**src/rtl/ioctl_pkg.sv**
```systemverilog
// Shared definitions for the ioctl upload reader: FSM states, default ack timeout
// and the byte-lane selector used when returning data to data_io.
package ioctl_pkg;

    typedef enum logic [1:0] {
        IDLE,
        ISSUE,
        WAIT,
        DRAIN
    } readState_e;

    localparam int ACK_TIMEOUT_DEFAULT = 255;

    function automatic logic [7:0] selectByte(input logic [15:0] word, input logic hiByte);
        return hiByte ? word[15:8] : word[7:0];
    endfunction

endpackage

```
**src/rtl/ioctl_upload_reader.sv**
```systemverilog
// Serves data_io upload byte reads from SDRAM through a one-word cache, with a
// one-deep pending strobe slot and a toggle-handshake SDRAM port.
module ioctl_upload_reader
    import ioctl_pkg::*;
#(
    parameter logic [22:0] BASE_WORD   = 23'h000000,
    parameter int          ACK_TIMEOUT = ACK_TIMEOUT_DEFAULT
) (
    input  logic        clk_sys,
    input  logic        reset,
    input  logic        ioctl_upl,
    input  logic        ioctl_rd,
    input  logic [24:0] ioctl_addr,
    output logic [7:0]  ioctl_din,
    output logic        busy,
    output logic        port_req,
    input  logic        port_ack,
    output logic [22:0] port_a,
    output logic [1:0]  port_ds,
    output logic        port_we,
    input  logic [15:0] port_q,
    output logic [24:0] byte_count,
    output logic        overrun,
    output logic        timeout
);

    localparam int CW = $clog2(ACK_TIMEOUT + 1) + 1;

    readState_e  state_q, state_d;
    logic        portReq_q, portReq_d;
    logic [22:0] portA_q, portA_d;
    logic [22:0] cacheTag_q, cacheTag_d;
    logic [15:0] cacheData_q, cacheData_d;
    logic        cacheValid_q, cacheValid_d;
    logic        pendValid_q, pendValid_d;
    logic [23:0] pendAddr_q, pendAddr_d;
    logic [23:0] curAddr_q, curAddr_d;
    logic [7:0]  din_q, din_d;
    logic [24:0] count_q, count_d;
    logic        overrun_q, overrun_d;
    logic        timeout_q, timeout_d;
    logic [CW-1:0] waitCnt_q, waitCnt_d;
    logic        upl_q;

    logic        rdOk;
    logic        uplRise;
    logic        ackDone;
    logic        waitExpired;
    logic [23:0] reqAddr;
    logic        reqHit;
    logic        served;
    logic        unusedAddrMsb;

    // Bit 24 lies beyond the 16 MB window the SDRAM word address can reach.
    assign unusedAddrMsb = ioctl_addr[24];

    assign rdOk        = ioctl_rd && ioctl_upl;
    assign uplRise     = ioctl_upl && !upl_q;
    assign ackDone     = (port_ack == portReq_q);
    assign waitExpired = (waitCnt_q == CW'(ACK_TIMEOUT));
    assign reqAddr     = pendValid_q ? pendAddr_q : ioctl_addr[23:0];
    assign reqHit      = cacheValid_q && !uplRise && (cacheTag_q == reqAddr[23:1]);

    always_ff @(posedge clk_sys) begin
        if (reset) begin
            state_q      <= IDLE;
            portReq_q    <= port_ack;
            portA_q      <= '0;
            cacheTag_q   <= '0;
            cacheData_q  <= '0;
            cacheValid_q <= 1'b0;
            pendValid_q  <= 1'b0;
            pendAddr_q   <= '0;
            curAddr_q    <= '0;
            din_q        <= 8'h00;
            count_q      <= '0;
            overrun_q    <= 1'b0;
            timeout_q    <= 1'b0;
            waitCnt_q    <= '0;
            upl_q        <= 1'b0;
        end else begin
            state_q      <= state_d;
            portReq_q    <= portReq_d;
            portA_q      <= portA_d;
            cacheTag_q   <= cacheTag_d;
            cacheData_q  <= cacheData_d;
            cacheValid_q <= cacheValid_d;
            pendValid_q  <= pendValid_d;
            pendAddr_q   <= pendAddr_d;
            curAddr_q    <= curAddr_d;
            din_q        <= din_d;
            count_q      <= count_d;
            overrun_q    <= overrun_d;
            timeout_q    <= timeout_d;
            waitCnt_q    <= waitCnt_d;
            upl_q        <= ioctl_upl;
        end
    end

    always_comb begin
        state_d      = state_q;
        portReq_d    = portReq_q;
        portA_d      = portA_q;
        cacheTag_d   = cacheTag_q;
        cacheData_d  = cacheData_q;
        cacheValid_d = cacheValid_q && !uplRise;
        pendValid_d  = pendValid_q;
        pendAddr_d   = pendAddr_q;
        curAddr_d    = curAddr_q;
        din_d        = din_q;
        count_d      = uplRise ? '0 : count_q;
        overrun_d    = overrun_q && !uplRise;
        timeout_d    = timeout_q && !uplRise;
        waitCnt_d    = waitCnt_q;
        served       = 1'b0;

        // Strobes arriving while a fetch is underway park in the pending slot.
        if (state_q != IDLE && rdOk) begin
            if (!pendValid_q) begin
                pendValid_d = 1'b1;
                pendAddr_d  = ioctl_addr[23:0];
            end else begin
                overrun_d = 1'b1;
            end
        end

        case (state_q)
            IDLE: begin
                if (!ioctl_upl) begin
                    pendValid_d = 1'b0;
                end else if (pendValid_q || rdOk) begin
                    if (reqHit) begin
                        din_d  = selectByte(cacheData_q, reqAddr[0]);
                        served = 1'b1;
                    end else begin
                        curAddr_d = reqAddr;
                        state_d   = ISSUE;
                    end
                    // A pending strobe was just consumed, so a fresh one takes its slot.
                    pendValid_d = pendValid_q && rdOk;
                    if (pendValid_q && rdOk) begin
                        pendAddr_d = ioctl_addr[23:0];
                    end
                end
            end
            ISSUE: begin
                if (!ioctl_upl) begin
                    pendValid_d  = 1'b0;
                    cacheValid_d = 1'b0;
                    state_d      = IDLE;
                end else begin
                    portA_d   = BASE_WORD + curAddr_q[23:1];
                    portReq_d = ~portReq_q;
                    waitCnt_d = '0;
                    state_d   = WAIT;
                end
            end
            WAIT: begin
                if (!ioctl_upl) begin
                    pendValid_d  = 1'b0;
                    cacheValid_d = 1'b0;
                    state_d      = DRAIN;
                end else if (ackDone) begin
                    cacheData_d  = port_q;
                    cacheTag_d   = curAddr_q[23:1];
                    cacheValid_d = 1'b1;
                    din_d        = selectByte(port_q, curAddr_q[0]);
                    served       = 1'b1;
                    state_d      = IDLE;
                end else if (waitExpired) begin
                    // Closing the handshake locally keeps a late ack from looking like a new one.
                    portReq_d    = port_ack;
                    timeout_d    = 1'b1;
                    din_d        = 8'hFF;
                    cacheValid_d = 1'b0;
                    served       = 1'b1;
                    state_d      = IDLE;
                end else begin
                    waitCnt_d = waitCnt_q + CW'(1);
                end
            end
            DRAIN: begin
                if (ackDone) begin
                    cacheValid_d = 1'b0;
                    state_d      = IDLE;
                end else if (waitExpired) begin
                    portReq_d    = port_ack;
                    timeout_d    = 1'b1;
                    cacheValid_d = 1'b0;
                    state_d      = IDLE;
                end else begin
                    waitCnt_d = waitCnt_q + CW'(1);
                end
            end
            default: begin
                state_d = IDLE;
            end
        endcase

        if (served) begin
            count_d = count_d + 25'd1;
        end
    end

    assign ioctl_din  = din_q;
    assign busy       = (state_q != IDLE) || pendValid_q;
    assign port_req   = portReq_q;
    assign port_a     = portA_q;
    assign port_ds    = 2'b11;
    assign port_we    = 1'b0;
    assign byte_count = count_q;
    assign overrun    = overrun_q;
    assign timeout    = timeout_q;

endmodule

```
**config.mk**
```make
export PLATFORM = sky130hd
export DESIGN_NAME = ioctl_upload_reader
export DESIGN_NICKNAME = d
export VERILOG_FILES = /design/src/rtl/ioctl_pkg.sv /design/src/rtl/ioctl_upload_reader.sv
export SDC_FILE = /design/constraint.sdc
export NUM_CORES = 1
export LEC_CHECK = 0
export ABC_AREA = 1
export BUFFER_PORTS_ARGS = -buffer_cell sky130_fd_sc_hd__clkbuf_2
export CORE_ASPECT_RATIO = 1.1
export CORE_MARGIN = 2
export CORE_UTILIZATION = 51
export CTS_CLUSTER_DIAMETER = 30
export DETAILED_ROUTE_END_ITERATION = 7
export PLACE_DENSITY_LB_ADDON = 0.05
export SETUP_SLACK_MARGIN = 0.5
export SLEW_MARGIN = 20
export SYNTH_ARGS = -nofsm -noshare
export SYNTH_HDL_FRONTEND = slang
export SYNTH_SLANG_ARGS = --single-unit
export TNS_END_PERCENT = 5
```
**constraint.sdc**
```tcl
create_clock -name clk_sys -period 5.6 [get_ports clk_sys]
set_input_delay 0.28 -clock clk_sys [delete_from_list [all_inputs] [get_ports clk_sys]]
set_output_delay 0.28 -clock clk_sys [all_outputs]
set_load 0.005 [all_outputs]
```
## Yosys cells after proc, flatten, opt, wreduce, memory -nomap -nowiden

Index checks and enable logic that the tools add are counted.

| cells by class | value |
|---|---|
| mux-type cells | 60 |
| bitwise gates (word level) | 2 |
| reductions and logical operators | 25 |
| add/subtract/negate cells | 2 |
| eq/ne operators | 15 |

Operator list:

| cell | number |
|---|---|
| 24-bit 2-to-1 mux | 6 |
| 8-bit 2-to-1 mux | 8 |
| 25-bit 2-to-1 mux | 2 |
| 9-bit 2-to-1 mux | 4 |
| 9-bit case mux with 3 select lines | 1 |
| 25-bit by 1-bit adder with 25-bit output, second input constant | 1 |
| 1-bit 2-to-1 mux | 25 |
| 23-bit == test | 1 |
| 8-bit case mux with 2 select lines | 1 |
| 2-bit 2-to-1 mux | 7 |
| 2-bit != test, second input constant | 6 |
| 3-bit AND reduction | 4 |
| 9-bit by 1-bit adder with 9-bit output, second input constant | 1 |
| 9-bit by 8-bit == test with 1-bit output, second input constant | 1 |
| 3-bit != test, second input constant | 3 |
| 1-bit logical AND | 8 |
| 2-bit case mux with 4 select lines | 1 |
| 1-bit case mux with 2 select lines | 3 |
| 1-bit case mux with 3 select lines | 2 |
| 6-bit AND reduction | 1 |
| 2-bit == test, second input constant | 2 |
| 4-bit AND reduction | 1 |
| 2-bit nonzero test | 2 |
| 4-bit nonzero test | 1 |
| 9 further kinds | 12 |

| storage, ports and cells | value |
|---|---|
| logic and storage cells | 119 |
| output and inout bits | 63 |
| bits in registers | 160 |
| bits of input ports | 46 |

## Logic depth before layout (Yosys ltp)

Gate-level depths: netlist (run 1).

| depth | value |
|---|---|
| depth after elaboration | 10 |
| gate-level depth with buffers | 18 |

## Worst setup path before layout (run 1)

Ideal clock, no wire load.

| timing path | value |
|---|---|
| path kind | reg-to-reg |
| start | reg waitCnt_q[0] |
| end | reg din_q[6] (netlist: ioctl_din[6]) |
| arrival time | 2165 ps |
| path slack | 3320 ps |
| stages on the path, launching flop included | 15 |
| clock period less this slack | 2280 ps |
| path through | dfxtp_1 > ha_1 > inv_1 > nor4_1 > inv_1 > nor2_1 > ha_1 > inv_1 > nand2_1 > o22ai_1 > nor3_2 > clkbuf_1 > nand3_1 > nand2_1 > nor2_1 |

| on the way | value |
|---|---|
| longest elaborated chain between the ends | 3 |

Ends and longest elaborated chain:

| item | RTL line | RTL |
|---|---|---|
| start, declared | ioctl_upload_reader.sv:42 | `logic [CW-1:0] waitCnt_q, waitCnt_d;` |
| start signal, assigned | ioctl_upload_reader.sv:95 | `waitCnt_q <= waitCnt_d;` |
| 9-bit by 8-bit == test with 1-bit output | ioctl_upload_reader.sv:60 | `assign waitExpired = (waitCnt_q == CW'(ACK_TIMEOUT));` |
| 3-bit != test (no line) | n/a |  |
| 6-bit AND reduction (no line) | n/a |  |
| end signal, assigned | ioctl_upload_reader.sv:91 | `din_q <= din_d;` |
| end, declared | ioctl_upload_reader.sv:38 | `logic [7:0] din_q, din_d;` |

No other way between the ends.
A chain may end at the register's enable or synchronous reset.

## Worst setup path after layout (run 1)

| timing path | value |
|---|---|
| start | reg pendValid_q |
| end | reg curAddr_q[8] |

| on the way | value |
|---|---|
| longest elaborated chain between the ends | 5 |
| elaborated cells on any way between the ends | 6 |
| those cells by class | eq/ne: 1; mux: 1; bitwise: 1; reduce/logical: 3 |

Ends and longest elaborated chain:

| item | RTL line | RTL |
|---|---|---|
| start, declared | ioctl_upload_reader.sv:35 | `logic pendValid_q, pendValid_d;` |
| start signal, assigned | ioctl_upload_reader.sv:88 | `pendValid_q <= pendValid_d;` |
| 24-bit 2-to-1 mux | ioctl_upload_reader.sv:61 | `assign reqAddr = pendValid_q ? pendAddr_q : ioctl_addr[23:0];` |
| 23-bit == test | ioctl_upload_reader.sv:62 | `assign reqHit = cacheValid_q && !uplRise && (cacheTag_q == reqAddr[23:1]);` |
| 1-bit logical AND | ioctl_upload_reader.sv:62 |  |
| 1-bit NOT (no line) | n/a |  |
| 4-bit AND reduction (no line) | n/a |  |
| end signal, assigned | ioctl_upload_reader.sv:90 | `curAddr_q <= curAddr_d;` |
| end, declared | ioctl_upload_reader.sv:37 | `logic [23:0] curAddr_q, curAddr_d;` |

Several ways; a longest one is shown, not always the timed one.

==> results.cfg, run 1 <==
[floorplanning]
std_cell_rows = 48
dieArea_mm2 = 0.0172
start_util_pct = 52.4
die_y_um = 137
io_pins = 109
dieWidth_um = 125
coreArea_mm2 = 0.0157

[final_layout]
layout_commonest_cell = nand2_1
fillers = 1623
layout-drive-gt1-share_pct = 13.9
antenna_cells = 0
nets = 1343
final_cell_mix = nand2_1 (261), dfxtp_1 (159), nor2_1 (127)
area_delta_synth_final_pct = 12.9

[grt]
antenna_found_initial = 0
grt_pass1_wl_um = 36100
grt_max_degree = 86
grt_pass1_vias = 7344
grt-ovfl-total = 0
groute.usage.overall_pct = 25.7

[power]
intPower_mw = 1.95
switching_share_pct = 28.5
p_clk_share_pct = 42.4
pwr-share-seq_pct = 45.0
p_per_area_mw_per_mm2 = 292
ir_drop_mv = 0.226
combPwrFrac_pct = 12.7
p_leak_nw = 4.00
power.switching_uw = 775

[sta]
rsz0062_at_grt = no
period_minus_slack_ps = 3180
setup_ws_ps = 2420
setup_viol = 0
slew_violations = 0
tns_ps = 0
post-route-period-util_pct = 56.9
tightestPinTransition_ps = 1140
finClkSkew_ps = 9.29
hold_viol = 0
relSlewSlack_pct = 23.5
max_freq_mhz = 314

[clock_tree]
ctsHoldBuffers = 0
postCtsSetupRepairBufs = 0
clockBufferDepth = 2
worstSkewPairLatency_ps = 430
cts_tree = yes
cts_buffers = 17
clkTransAtPathRegs_ps = 70
h-tree-depth = 4
ctsRootBufferMaster = clkbuf_16
cts-resized-gates = 0
cts.sinks = 160

[routing]
dr_total_vias = 8033
viasPerCell = 5.34
wl_per_cell_um = 14.6
routed_wl_um = 22000
ant_nets = 0
drt_iter0_drc = 653
drt-pass1-iter-count = 7
drc = 0

[logic_synthesis]
ys_ff_latch = 160
synth_fa_ha_area_share_pct = 1.06
ys.flop_type = dfxtp_1
syn_inst = 1227
synth_edf_count = 1
synth_top_family_by_area = simple AND/OR/NAND/NOR gates
yosysSeqAreaShare_pct = 39.0
ys_warn_count = 0
synth_async_sr_flop_share_pct = 0
yosysUniqueCellTypes = 48
synthSimpleGateAreaFrac_pct = 30.5
synth_compound_area_share_pct = 17.1
avgSynthCellArea_um2 = 6.71
muxShareOfSynthArea_pct = 1.09
netlist_area_mm2 = 0.00824
synth-xor-area-share_pct = 0.850

[status]
outcome = finished clean

[placed_design]
gp_congestion = 0.876
place_worst_setup_slack_ps = 2440
hpwlAfterDp_um = 14500
io_buffer_count = 104

[worst_setup_path]
crit_path_end_kind = register
crit_type = reg2reg
worstPathArrival_ps = 3540
cp-start-kind = register
worstPathMaxFanout = 47
required_ps = 5950

[run]
cap_violations = 0

[worst_hold_path]
hp-class = in2reg
## worst paths after layout
| check | from | end | slack (ps) | cells past startpoint |
|---|---|---|---|---|
| hold reg to reg | overrun | overrun | 470 | 2 |
| hold / removal | port_q[3] | cacheData_q[3] | 90 | 3 |
| setup reg to reg | pendValid_q | curAddr_q[8] | 2420 | 15 |
| setup / recovery | pendValid_q | curAddr_q[8] | 2420 | 15 |
## final cells by class
type | instances | area (um2) | share of cell area (%)
timing repair buffer | 111 | 573 | 6.16
clock buffer | 19 | 453 | 4.87
inverter | 132 | 498 | 5.35
tap | 200 | 250 | 2.69
sequential | 160 | 3210 | 34.5
clock inverter | 13 | 128 | 1.37
multi-input combinational | 868 | 4190 | 45.0
## synthesized netlist by cell type, types with 4 or more instances
cell type | number | share of area [%]
nand2_1 | 261 | 12
nor2_1 | 129 | 5.9
buf_2 | 7 | 0.43
a211oi_1 | 5 | 0.46
buf_4 | 6 | 0.55
o21ai_0 | 119 | 7.2
nand3_1 | 60 | 3.6
nor2_2 | 6 | 0.46
nor3_1 | 75 | 4.6
o211ai_1 | 10 | 0.91
a21oi_2 | 6 | 0.64
dfxtp_1 | 159 | 39
o21ai_1 | 7 | 0.43
nand4_1 | 26 | 2.0
ha_1 | 7 | 1.1
inv_1 | 126 | 5.7
mux2_2 | 8 | 1.1
inv_2 | 4 | 0.18
xor2_1 | 8 | 0.85
a21oi_1 | 107 | 6.5
clkbuf_1 | 45 | 2.1
buf_6 | 9 | 1.2
## routing by layer
layer / track usage [%] / vias up / routed length, um
li1: - / 4168 / -
met1: 34.1 / 3646 / 10000
met2: 43.6 / 190 / 10600
met3: 3.57 / 29 / 1020
met4: 8.52 / 0 / 372
met5: 0 / - / 0
## power groups by stage
stage               Clock [mW]  Combinational (mW)  Sequential (mW)
floorplan                    0               0.235             1.25
global placement             0               0.341             1.25
detailed placement           0               0.344             1.25
CTS                       1.16               0.346             1.22
global route              1.21               0.388             1.23
finish                    1.15               0.344             1.22
## registers in the layout, indices dropped and copies added, names as in the netlist, 8 cells and up
register and count:
byte_count 25, curAddr_q 24, pendAddr_q 24, cacheTag_q 23, port_a 23, cacheData_q 16
waitCnt_q 9, ioctl_din 8
## worst max-delay path, cell delays in order (launching register included)
cell	delay, ps
dfxtp_1	310
buf_4	340
inv_2	330
nand2_1	160
nand2_1	100
nand2_1	130
nand2_1	70
nor2_1	90
nand2_1	70
nor2_2	150
nand3_1	110
nand2_1	110
inv_2	50
nand2_2	710
o21ai_0	170
a21oi_1	170
## stage by stage
step	hold slack (ps)	util (%)	power, mW	instances	cell area, um2
6_report	90.1	59.1	2.72	1503	9310
5_1_grt	89.7	59.1	2.83	1503	9310
4_1_cts	86.0	59.1	2.73	1503	9300
3_5_place_dp	458	55.4	1.59	1471	8720
3_3_place_gp	452	55.4	1.59	1471	8720
2_1_floorplan	359	-	1.48	1228	8240
## cells by family (layout without fill, tap and decap cells)
| family | Yosys count | after routing |
|---|---|---|
| buf+inv | 200 | 275 |
| flops | 160 | 160 |
| other cells | 2 | 3 |
| compound gates | 263 | 263 |
| mux | 8 | 8 |
| fa+ha+maj | 7 | 7 |
| simple gates | 579 | 579 |
| xor+xnor | 8 | 8 |
(Power assumes the default switching activity.)
==> run 2: changes to the inputs <==
==> constraint.sdc (replaced) <==
create_clock -name clk_sys -period 2.6 [get_ports clk_sys]
set_input_delay 0.13 -clock clk_sys [delete_from_list [all_inputs] [get_ports clk_sys]]
set_output_delay 0.13 -clock clk_sys [all_outputs]
set_load 0.005 [all_outputs]
==> results.cfg, run 2 (synthesis gave the netlist of run 1 again) <==
[status]
outcome = finished clean

[placed_design]
gp_congestion = 0.904
place_worst_setup_slack_ps = 297
hpwlAfterDp_um = 15200
io_buffer_count = 104

[floorplanning]
dieArea_mm2 = 0.0172
std_cell_rows = 48
die_y_um = 137
coreArea_mm2 = 0.0157
start_util_pct = 52.4
dieWidth_um = 125
io_pins = 109

[routing]
drt-pass1-iter-count = 5
ant_nets = 0
routed_wl_um = 23500
dr_total_vias = 8498
wl_per_cell_um = 15.2
drt_iter0_drc = 592
drc = 0
viasPerCell = 5.48

[final_layout]
layout-drive-gt1-share_pct = 18.0
antenna_cells = 0
fillers = 1474
area_delta_synth_final_pct = 22.5
layout_commonest_cell = nand2_1
nets = 1396
final_cell_mix = nand2_1 (253), dfxtp_1 (153), nor2_1 (122)
largest_reg_flops = 25
post-route-util_pct = 64.1

[clock_tree]
clockBufferDepth = 2
ctsRootBufferMaster = clkbuf_16
clkTransAtPathRegs_ps = 60
worstSkewPairLatency_ps = 430
h-tree-depth = 4
cts.sinks = 160
cts_tree = yes
cts_buffers = 17

[grt]
grt_max_degree = 58
grt_pass1_vias = 7641
groute.usage.overall_pct = 26.3
grt_pass1_wl_um = 37000
antenna_found_initial = 0
grt-ovfl-total = 0

[sta]
hold_viol = 0
max_freq_mhz = 466
setup_viol = 0
setup_ws_ps = 454
tightestPinTransition_ps = 826
slew_violations = 0
relSlewSlack_pct = 44.9
post-route-period-util_pct = 82.5
finClkSkew_ps = 6.72
rsz0062_at_grt = yes
tns_ps = 0
period_minus_slack_ps = 2150

[worst_setup_path]
crit_path_end_kind = register
required_ps = 2910
reg2reg_from = pendValid_q
worstPathArrival_ps = 2450
crit_type = reg2reg
startpoint = pendValid_q
cp-start-kind = register
worstPathMaxFanout = 25

[run]
cap_violations = 0

[power]
ir_drop_mv = 0.419
p_leak_nw = 4.33
p_per_area_mw_per_mm2 = 602

[worst_hold_path]
min_from = ioctl_addr[0]
hp-class = in2reg
[run 2: through the flow]
| step | hold WS [ps] | power (mW) | cell area, um2 | std cells |
|---|---|---|---|---|
| 6_report | 11.4 | 6.07 | 10100 | 1552 |
| 3_5_place_dp | 384 | 3.49 | 8960 | 1491 |
| 2_1_floorplan | 209 | 3.21 | 8280 | 1228 |
| 5_1_grt | 10.8 | 6.29 | 10100 | 1552 |
| 3_3_place_gp | 380 | 3.49 | 8960 | 1491 |
| 4_1_cts | 7.32 | 6.04 | 9800 | 1539 |
[run 2: timing repair]
item                                    in CTS  in global routing
endpoints found under the hold margin       18                  0
hold buffers                                18                  0
setup buffers                                1                  8
pin swaps                                    3                 12
gates resized for setup                     18                 40
cloned                                       1                  5
endpoints found under the setup margin      62                 97
[run 2: final timing paths]
check,endpoint,slack (ps),cells after the start
worst min register to register,overrun,470,2
worst max register to register,byte_count[24],450,13
worst max-delay path,byte_count[24],450,13
worst min-delay path,pendAddr_q[0],10,3
[run 2: worst max-delay path, cell delays in order (launching register included)]
cell	delay (ps)
dfxtp_4	370
inv_6	180
nand2_1	100
nand3_1	100
nand2_1	140
nor2_1	130
nand2_1	70
nor2_2	150
nand4_2	150
nand2_4	200
buf_12	140
nand3_2	140
nand2_1	110
a21oi_1	60
[run 2: area by class of cell]
cell class / count / area, um2 / share of cell area [%]
multi-input combinational: 871 / 4390 / 43.5
sequential: 160 / 3230 / 32.0
timing repair buffer: 161 / 1140 / 11.3
clock buffer: 23 / 509 / 5.05
inverter: 132 / 502 / 4.97
tap: 200 / 250 / 2.48
clock inverter: 5 / 77.6 / 0.769
[run 2: report_power, final]
part	total (mW)	leakage (nW)	switching, mW	internal, mW
clock	2.52	0.288	0.971	1.55
sequential	2.64	1.30	0.0599	2.58
combinational	0.914	2.74	0.571	0.343
[run 2: layer usage]
| metal | up-vias | wire (um) | global-route usage, % |
|---|---|---|---|
| met5 | - | 0 | 0 |
| met4 | 0 | 603 | 9.94 |
| met3 | 49 | 1250 | 4.19 |
| met2 | 281 | 11300 | 45.7 |
| met1 | 3892 | 10400 | 33.1 |
| li1 | 4276 | - | - |
